--- src/rtl/mem_tg_sched_pkg.sv ---
// Shared types and constants for the memory traffic-generator test scheduler.
package mem_tg_sched_pkg;

  typedef enum logic [1:0] {
    SCHED_IDLE = 2'd0,
    SCHED_RUN  = 2'd1,
    SCHED_DONE = 2'd2
  } sched_state_e;

  // Bit positions inside a channel's packed result vector.
  localparam int RES_PASS = 0;
  localparam int RES_FAIL = 1;
  localparam int RES_TOUT = 2;
  localparam int RES_WDOG = 3;
  localparam int RES_W    = 4;

  localparam int HOLDOFF_DEF = 4;

endpackage

--- src/rtl/mem_tg_sched_if.sv ---
// CSR-side command/status and per-channel TG signals of the test scheduler.
interface mem_tg_sched_if #(
  parameter int NUM_TG = 4,
  parameter int WDOG_W = 32
);
  logic              start;
  logic [NUM_TG-1:0] start_mask;
  logic              abort;
  logic [WDOG_W-1:0] wdog_limit;
  logic [NUM_TG-1:0] tg_pass;
  logic [NUM_TG-1:0] tg_fail;
  logic [NUM_TG-1:0] tg_timeout;
  logic [NUM_TG-1:0] tg_start;
  logic [NUM_TG-1:0] tg_active;
  logic              busy;
  logic              done;
  logic [NUM_TG-1:0] res_pass;
  logic [NUM_TG-1:0] res_fail;
  logic [NUM_TG-1:0] res_tout;
  logic [NUM_TG-1:0] res_wdog;

  modport master (
    output start, start_mask, abort, wdog_limit, tg_pass, tg_fail, tg_timeout,
    input  tg_start, tg_active, busy, done, res_pass, res_fail, res_tout, res_wdog
  );

  modport slave (
    input  start, start_mask, abort, wdog_limit, tg_pass, tg_fail, tg_timeout,
    output tg_start, tg_active, busy, done, res_pass, res_fail, res_tout, res_wdog
  );
endinterface

--- src/rtl/mem_tg_sched_chan.sv ---
// One TG channel slot: holdoff, saturating watchdog, retire and sticky result decode.
module mem_tg_sched_chan
  import mem_tg_sched_pkg::*;
#(
  parameter int WDOG_W  = 32,
  parameter int HOLDOFF = HOLDOFF_DEF
) (
  input  logic              clk,
  input  logic              rst_n,
  input  logic              clr,
  input  logic              launch,
  input  logic              kill,
  input  logic [WDOG_W-1:0] limit,
  input  logic              pass,
  input  logic              fail,
  input  logic              tout,
  output logic              active,
  output logic              retire,
  output logic [RES_W-1:0]  res
);
  localparam int HW = $clog2(HOLDOFF + 2);

  logic [HW-1:0]     hold_r;
  logic [WDOG_W-1:0] wcnt_r;
  logic              active_r;
  logic [RES_W-1:0]  res_r;
  logic              status_hit_s;
  logic              wdog_hit_s;
  logic [RES_W-1:0]  res_set_s;

  // Retire decision; status has priority over the watchdog in the same cycle.
  always_comb begin
    status_hit_s = active_r && (hold_r == '0) && (pass || fail || tout);
    wdog_hit_s   = active_r && (limit != '0) && (wcnt_r == limit);
    res_set_s    = '0;
    if (status_hit_s) begin
      res_set_s[RES_PASS] = pass & ~fail & ~tout;
      res_set_s[RES_FAIL] = fail;
      res_set_s[RES_TOUT] = tout;
    end else if (wdog_hit_s) begin
      res_set_s[RES_WDOG] = 1'b1;
    end else begin
      res_set_s = '0;
    end
  end

  // Channel activity, holdoff and watchdog counters, sticky results.
  always_ff @(posedge clk or negedge rst_n) begin
    if (!rst_n) begin
      active_r <= 1'b0;
      hold_r   <= '0;
      wcnt_r   <= '0;
      res_r    <= '0;
    end else begin
      if (kill) begin
        active_r <= 1'b0;
        hold_r   <= '0;
        wcnt_r   <= '0;
      end else if (launch) begin
        active_r <= 1'b1;
        hold_r   <= HW'(HOLDOFF);
        wcnt_r   <= '0;
      end else if (active_r) begin
        active_r <= ~(status_hit_s | wdog_hit_s);
        if (hold_r != '0) hold_r <= hold_r - HW'(1);
        if (wcnt_r != '1) wcnt_r <= wcnt_r + WDOG_W'(1);
      end
      if (clr) res_r <= '0;
      else if (!kill) res_r <= res_r | res_set_s;
    end
  end

  assign active = active_r;
  assign retire = status_hit_s | wdog_hit_s;
  assign res    = res_r;
endmodule

--- src/rtl/mem_tg_sched.sv ---
// Launches masked TG channels with bounded concurrency and gathers their results.
module mem_tg_sched
  import mem_tg_sched_pkg::*;
#(
  parameter int NUM_TG     = 4,
  parameter int MAX_ACTIVE = 2,
  parameter int WDOG_W     = 32,
  parameter int HOLDOFF    = HOLDOFF_DEF
) (
  input  logic       clk,
  input  logic       rst_n,
  mem_tg_sched_if.slave bus
);
  localparam int CW = $clog2(NUM_TG + 1);
  localparam logic [1:0] ST_IDLE = SCHED_IDLE;
  localparam logic [1:0] ST_RUN  = SCHED_RUN;
  localparam logic [1:0] ST_DONE = SCHED_DONE;

  logic [1:0]        state_r, state_nx_s;
  logic [NUM_TG-1:0] pending_r, tg_start_r, src_s, launch_s, retire_s, active_s;
  logic [CW-1:0]     act_cnt_r, ret_cnt_s;
  logic [WDOG_W-1:0] limit_r;
  logic              busy_r, done_r, accept_s, kill_s;
  logic [RES_W-1:0]  res_a [NUM_TG];

  // Command decode, lowest-index dispatch, retire count and next state.
  always_comb begin
    accept_s = (state_r == ST_IDLE) && bus.start;
    kill_s   = (state_r == ST_RUN) && bus.abort;
    src_s    = accept_s ? bus.start_mask : pending_r;
    if ((accept_s || ((state_r == ST_RUN) && !bus.abort)) && (act_cnt_r < CW'(MAX_ACTIVE))) begin
      launch_s = src_s & (~src_s + NUM_TG'(1));
    end else begin
      launch_s = '0;
    end
    ret_cnt_s = '0;
    for (int i = 0; i < NUM_TG; i++) ret_cnt_s = ret_cnt_s + CW'(retire_s[i]);
    case (state_r)
      ST_IDLE: state_nx_s = accept_s ? ST_RUN : ST_IDLE;
      ST_RUN:  state_nx_s = ((pending_r == '0) && (act_cnt_r == '0)) ? ST_DONE : ST_RUN;
      ST_DONE: state_nx_s = ST_IDLE;
      default: state_nx_s = ST_IDLE;
    endcase
  end

  // FSM, pending vector, limit and active count; abort empties the run and
  // lets the empty-run check move to DONE on the following edge.
  always_ff @(posedge clk or negedge rst_n) begin
    if (!rst_n) begin
      state_r    <= ST_IDLE;
      pending_r  <= '0;
      tg_start_r <= '0;
      act_cnt_r  <= '0;
      limit_r    <= '0;
      busy_r     <= 1'b0;
      done_r     <= 1'b0;
    end else begin
      state_r    <= state_nx_s;
      busy_r     <= (state_nx_s != ST_IDLE);
      done_r     <= (state_r == ST_RUN) && (state_nx_s == ST_DONE);
      tg_start_r <= launch_s;
      if (accept_s) begin
        pending_r <= bus.start_mask & ~launch_s;
        limit_r   <= bus.wdog_limit;
      end else if (kill_s) begin
        pending_r <= '0;
      end else begin
        pending_r <= pending_r & ~launch_s;
      end
      if (kill_s) act_cnt_r <= '0;
      else act_cnt_r <= act_cnt_r + CW'(|launch_s) - ret_cnt_s;
    end
  end

  for (genvar g = 0; g < NUM_TG; g++) begin : g_chan
    mem_tg_sched_chan #(.WDOG_W(WDOG_W), .HOLDOFF(HOLDOFF)) u_chan (
      .clk    (clk),
      .rst_n  (rst_n),
      .clr    (accept_s),
      .launch (launch_s[g]),
      .kill   (kill_s),
      .limit  (limit_r),
      .pass   (bus.tg_pass[g]),
      .fail   (bus.tg_fail[g]),
      .tout   (bus.tg_timeout[g]),
      .active (active_s[g]),
      .retire (retire_s[g]),
      .res    (res_a[g])
    );
  end

  // Unpack per-channel result vectors onto the status buses.
  always_comb begin
    bus.res_pass = '0;
    bus.res_fail = '0;
    bus.res_tout = '0;
    bus.res_wdog = '0;
    for (int i = 0; i < NUM_TG; i++) begin
      bus.res_pass[i] = res_a[i][RES_PASS];
      bus.res_fail[i] = res_a[i][RES_FAIL];
      bus.res_tout[i] = res_a[i][RES_TOUT];
      bus.res_wdog[i] = res_a[i][RES_WDOG];
    end
  end

  assign bus.tg_start  = tg_start_r;
  assign bus.tg_active = active_s;
  assign bus.busy      = busy_r;
  assign bus.done      = done_r;
endmodule
--- src/flat_wrapper.sv ---
// flat-port wrapper written by rule: the top's interface ports become plain ports
module mem_tg_sched_flat import mem_tg_sched_pkg::*;
#(
  parameter int NUM_TG     = 4,
  parameter int MAX_ACTIVE = 2,
  parameter int WDOG_W     = 32,
  parameter int HOLDOFF    = HOLDOFF_DEF
)
  (clk, rst_n, bus_start, bus_start_mask, bus_abort, bus_wdog_limit, bus_tg_pass, bus_tg_fail, bus_tg_timeout, bus_tg_start, bus_tg_active, bus_busy, bus_done, bus_res_pass, bus_res_fail, bus_res_tout, bus_res_wdog);
  mem_tg_sched_if #(.NUM_TG(NUM_TG), .WDOG_W(WDOG_W)) bus_i ();
  input  logic clk;
  input  logic rst_n;
  input wire logic [$bits(bus_i.start)-1:0] bus_start;
  input wire logic [$bits(bus_i.start_mask)-1:0] bus_start_mask;
  input wire logic [$bits(bus_i.abort)-1:0] bus_abort;
  input wire logic [$bits(bus_i.wdog_limit)-1:0] bus_wdog_limit;
  input wire logic [$bits(bus_i.tg_pass)-1:0] bus_tg_pass;
  input wire logic [$bits(bus_i.tg_fail)-1:0] bus_tg_fail;
  input wire logic [$bits(bus_i.tg_timeout)-1:0] bus_tg_timeout;
  output wire logic [$bits(bus_i.tg_start)-1:0] bus_tg_start;
  output wire logic [$bits(bus_i.tg_active)-1:0] bus_tg_active;
  output wire logic [$bits(bus_i.busy)-1:0] bus_busy;
  output wire logic [$bits(bus_i.done)-1:0] bus_done;
  output wire logic [$bits(bus_i.res_pass)-1:0] bus_res_pass;
  output wire logic [$bits(bus_i.res_fail)-1:0] bus_res_fail;
  output wire logic [$bits(bus_i.res_tout)-1:0] bus_res_tout;
  output wire logic [$bits(bus_i.res_wdog)-1:0] bus_res_wdog;
  assign bus_i.start = bus_start;
  assign bus_i.start_mask = bus_start_mask;
  assign bus_i.abort = bus_abort;
  assign bus_i.wdog_limit = bus_wdog_limit;
  assign bus_i.tg_pass = bus_tg_pass;
  assign bus_i.tg_fail = bus_tg_fail;
  assign bus_i.tg_timeout = bus_tg_timeout;
  assign bus_tg_start = bus_i.tg_start;
  assign bus_tg_active = bus_i.tg_active;
  assign bus_busy = bus_i.busy;
  assign bus_done = bus_i.done;
  assign bus_res_pass = bus_i.res_pass;
  assign bus_res_fail = bus_i.res_fail;
  assign bus_res_tout = bus_i.res_tout;
  assign bus_res_wdog = bus_i.res_wdog;
  mem_tg_sched #(.NUM_TG(NUM_TG), .MAX_ACTIVE(MAX_ACTIVE), .WDOG_W(WDOG_W), .HOLDOFF(HOLDOFF)) u_core (.clk(clk), .rst_n(rst_n), .bus(bus_i));
endmodule
--- config.mk ---
export PLATFORM = sky130hd
export DESIGN_NAME = mem_tg_sched_flat
export DESIGN_NICKNAME = d
export VERILOG_FILES = /design/src/rtl/mem_tg_sched_pkg.sv /design/src/rtl/mem_tg_sched_if.sv /design/src/rtl/mem_tg_sched_chan.sv /design/src/rtl/mem_tg_sched.sv /design/src/flat_wrapper.sv
export SDC_FILE = /design/constraint.sdc
export NUM_CORES = 1
export LEC_CHECK = 0
export ABC_CLOCK_PERIOD_IN_PS = 3200
export CORE_MARGIN = 4
export CORE_UTILIZATION = 55
export DETAILED_ROUTE_END_ITERATION = 8
export HOLD_SLACK_MARGIN = 0.05
export PLACE_DENSITY = 0.8
export SLEW_MARGIN = 5
export SYNTH_ARGS = -nofsm -noshare
export SYNTH_HDL_FRONTEND = slang
export SYNTH_HIERARCHICAL = 1
export SYNTH_SLANG_ARGS = --single-unit
--- constraint.sdc ---
create_clock -name clk -period 3.2 [get_ports clk]
set_input_delay 0.96 -clock clk [delete_from_list [all_inputs] [get_ports clk]]
set_output_delay 0.96 -clock clk [all_outputs]
set_load 0.02 [all_outputs]
==> impl_metrics.csv <==
group,metric,value,unit
synthesis,syn_inst,1453,
layout,drive_above_1_share,23.21,%
setup_path,reg2reg_setup_slack,-210,ps
timing,finalSetupViolations,2,
placement,dp_slack,-881.7,ps
floorplanning,pin_count,78,
layout,final_common_cell,"buf_4",
setup_path,worstPathArrival,3820,ps
detailed_routing,avgViaCountPerCell,6.332,
synthesis,yosysUniqueCellTypes,69,
timing,tightest_slew,748.5,ps
job,drv_cap,0,
placement,globalplace.congestion,0.9846,
layout,nets,1840,
synthesis,syn_nets,1522,
power,p_int,7.705,mW
global_routing,grt_pass1_vias,13140,
synthesis,synth-edff-count,0,
synthesis,synth_async_sr_flop_share,100.0,%
power,pwr-share-comb,47.8,%
floorplanning,die_area,26310,sq um
setup_path,start_kind,"flop",
detailed_routing,final_antenna_net_count,0,
placement,hpwl,31.58,mm
detailed_routing,drt_iter0_markers,1597,
floorplanning,rows,56,
timing,period_share,106.5,%
floorplanning,core_area,23400,sq um
clock_tree,htree_levels,1,
clock_tree,insertion_delay,530,ps
clock_tree,cts_buffers,24,
synthesis,ys_warn_count,6,
detailed_routing,wire_per_inst,20.71,um
detailed_routing,firstDrtPassIters,6,
synthesis,syn_area_per_cell,9.002,sq um
power,pwr-share-seq,29.8,%
power,switchingPower,5.367,mW
placement,port_buffers,77,
setup_path,path_max_fanout,3,
synthesis,netlist_area,13080,sq um
clock_tree,hold_buffers,0,
timing,slew_headroom,49.92,%
synthesis,synth_ff_type,"dfrtp_1",
clock_tree,clk_pin_slew,60,ps
layout,final_cell_mix,"buf_4, nand2_1, dfrtp_1, xor2_1, nor2_1",
timing,finClkSkew,12.77,ps
timing,slew_violations,0,
power,p_leak,7.910,nW
synthesis,ys_seq_elements,207,
timing,hold_ws,468.3,ps
floorplanning,start_util,55.89,%
power,ir_drop,0.6714,mV
clock_tree,clock-root-buffer,"clkbuf_16",
detailed_routing,routed_wl,43.64,mm
clock_tree,cts_tree,"yes",
clock_tree,cts.sinks,207,
global_routing,grt_pass1_wl,69.28,mm
setup_path,cp_data_required_time,3610,ps
timing,fin_crit,3409,ps
global_routing,grt_overflow,0,
floorplanning,die_w,162.2,um
outcome,violations,"setup timing",
timing,fmax,293.3,MHz
power,finalPower,13.07,mW
clock_tree,clockBufferDepth,3,
synthesis,synth_seq_area_share,39.60,%
floorplanning,chipHeight,162.2,um
setup_path,worstSetupEndpointType,"flop",
global_routing,grt_start_max_net_pins,74,
layout,num_antenna_cells,0,
power,p_clk_share,22.4,%
timing,layout_setup_ws,-209.2,ps
power,powerDensity,764.4,nW/um^2
power,switching_share,41.06,%
detailed_routing,drc,0,
worst_hold_path,hp-class,"primary input to asynchronous set/reset pin",
global_routing,grt_antenna_before_repair,0,
timing,rsz0062_at_grt,"yes",
timing,final-hold-violation-count,0,
outcome,status,"finished, violations left",
detailed_routing,dr_total_vias,13340,
global_routing,track_usage,32.61,%
timing,fin_setup_tns,-284.7,ps
setup_path,worst-setup-path-type,"flop to flop",
layout,areaGrowthSynthToFinish,30.74,%
==> routing by layer <==
| layer | up-vias | global-route usage [%] | part of all wire (%) |
|---|---|---|---|
| met5 | - | 0 | 0 |
| met2 | 776 | 52.83 | 47 |
| met4 | 0 | 13.49 | 4.9 |
| li1 | 5984 | - | - |
| met3 | 171 | 5.303 | 9.6 |
| met1 | 6411 | 43.93 | 39 |
==> cell type report <==
class                      instances  area [sq um]
tap                              319         399.1
clock buffer                      34         719.4
fill                            1676          6301
clock inverter                     9         120.1
sequential                       207          5192
timing repair buffer             360          2985
multi-input combinational       1141          7545
inverter                          37         140.1
==> registers in the layout, indices dropped and copies added, names as in the netlist <==
signal and count:
u_core/g_chan.u_chan/hold_r 12, u_core/state_r 2, u_core/act_cnt_r 3, u_core/bus.busy 1
u_core/limit_r 32, u_core/g_chan.u_chan/wcnt_r 128, u_core/bus.done 1, u_core/bus.tg_start 4
u_core/g_chan.u_chan/res 16, u_core/g_chan.u_chan/active 4, u_core/pending_r 4
==> cells in the mapped netlist, types with 5 or more instances <==
cell type / n / share of area [%]
and2_1: 14 / 0.67
dfrtp_1: 207 / 40
o31ai_1: 29 / 1.7
a22o_1: 5 / 0.33
nor4_1: 81 / 3.9
nand4_1: 47 / 2.2
xor2_1: 131 / 8.8
clkbuf_1: 28 / 0.80
or4_1: 42 / 2.4
o211ai_1: 6 / 0.34
ha_1: 14 / 1.3
nand3_1: 41 / 1.6
buf_4: 7 / 0.40
o31a_1: 9 / 0.60
and4_1: 9 / 0.60
and4_4: 5 / 0.43
nor2_1: 95 / 2.7
o41ai_1: 5 / 0.33
o22ai_1: 8 / 0.38
buf_2: 14 / 0.54
inv_1: 36 / 1.0
o21ai_0: 39 / 1.5
a21o_1: 12 / 0.69
a21oi_1: 86 / 3.3
nand4_4: 7 / 1.1
o311ai_0: 5 / 0.33
and3_1: 17 / 0.81
a31oi_1: 18 / 0.86
nand2_1: 201 / 5.8
nand3b_1: 10 / 0.57
or3_1: 60 / 2.9
mux2i_1: 6 / 0.46
a211oi_1: 7 / 0.40
o21ai_1: 18 / 0.69
buf_6: 17 / 1.5
nor3_1: 22 / 0.84
o21a_1: 9 / 0.52
xnor2_1: 21 / 1.4
==> path summary, 6_finish.rpt <==
path / end / cells past startpoint / from
setup / recovery: u_core/act_cnt_r[2] / 14 / u_core/limit_r[24]
hold / removal: u_core/g_chan[1].u_chan/wcnt_r[23] / 1 / rst_n
setup reg to reg: u_core/act_cnt_r[2] / 14 / u_core/limit_r[24]
hold reg to reg: u_core/g_chan[2].u_chan/res[2] / 2 / u_core/g_chan[2].u_chan/res[2]
max in group asynchronous: u_core/limit_r[31] / 2 / rst_n
min in group clk: u_core/g_chan[2].u_chan/res[2] / 2 / u_core/g_chan[2].u_chan/res[2]
==> worst max-delay path, cell delays in order (launching register included) <==
cell and delay (ps):
dfrtp_1 410, buf_4 150, xor2_1 160, nor4_2 380, nand4_1 180, or3_4 370
o22ai_2 120, inv_2 100, fa_2 560, ha_4 130, inv_2 40, fa_2 340
xnor2_2 140, xnor2_1 160, nor2_1 60
==> kinds of logic (layout without fill, tap and decap cells) <==
family | count (synthesis) | after routing | share of synthesized area (%)
mux | 8 | 8 | 0.6313
fa+ha+maj | 17 | 17 | 1.798
flops | 207 | 207 | 39.60
buf+inv | 105 | 440 | 4.343
compound gates | 286 | 286 | 14.97
simple gates | 678 | 678 | 28.48
xor+xnor | 152 | 152 | 10.18
==> timing repair <==
action / CTS / global route
pin swaps: 9 / 20
setup buffers: 7 / 3
gates resized for setup: 27 / 18
setup endpoints to repair: 110 / 68
==> power groups by stage <==
| stage | sequential, mW | combinational (mW) | clock (mW) |
|---|---|---|---|
| final | 3.89 | 6.25 | 2.93 |
| after global routing | 3.92 | 6.71 | 3.05 |
| after CTS | 3.84 | 5.91 | 2.95 |
| after detailed placement | 3.89 | 5.71 | 0 |
| after global placement | 3.87 | 5.50 | 0 |
| after floorplan | 3.96 | 2.94 | 0 |
==> metrics by stage <==
step / area, sq um / utilization, % / instances
2_1_floorplan: 13150 / - / 1453
3_3_place_gp: 15990 / 68.34 / 2055
3_5_place_dp: 15990 / 68.34 / 2055
4_1_cts: 16980 / 72.55 / 2105
5_1_grt: 17100 / 73.08 / 2107
6_report: 17100 / 73.08 / 2107
Power figures use the tool's default switching activity.
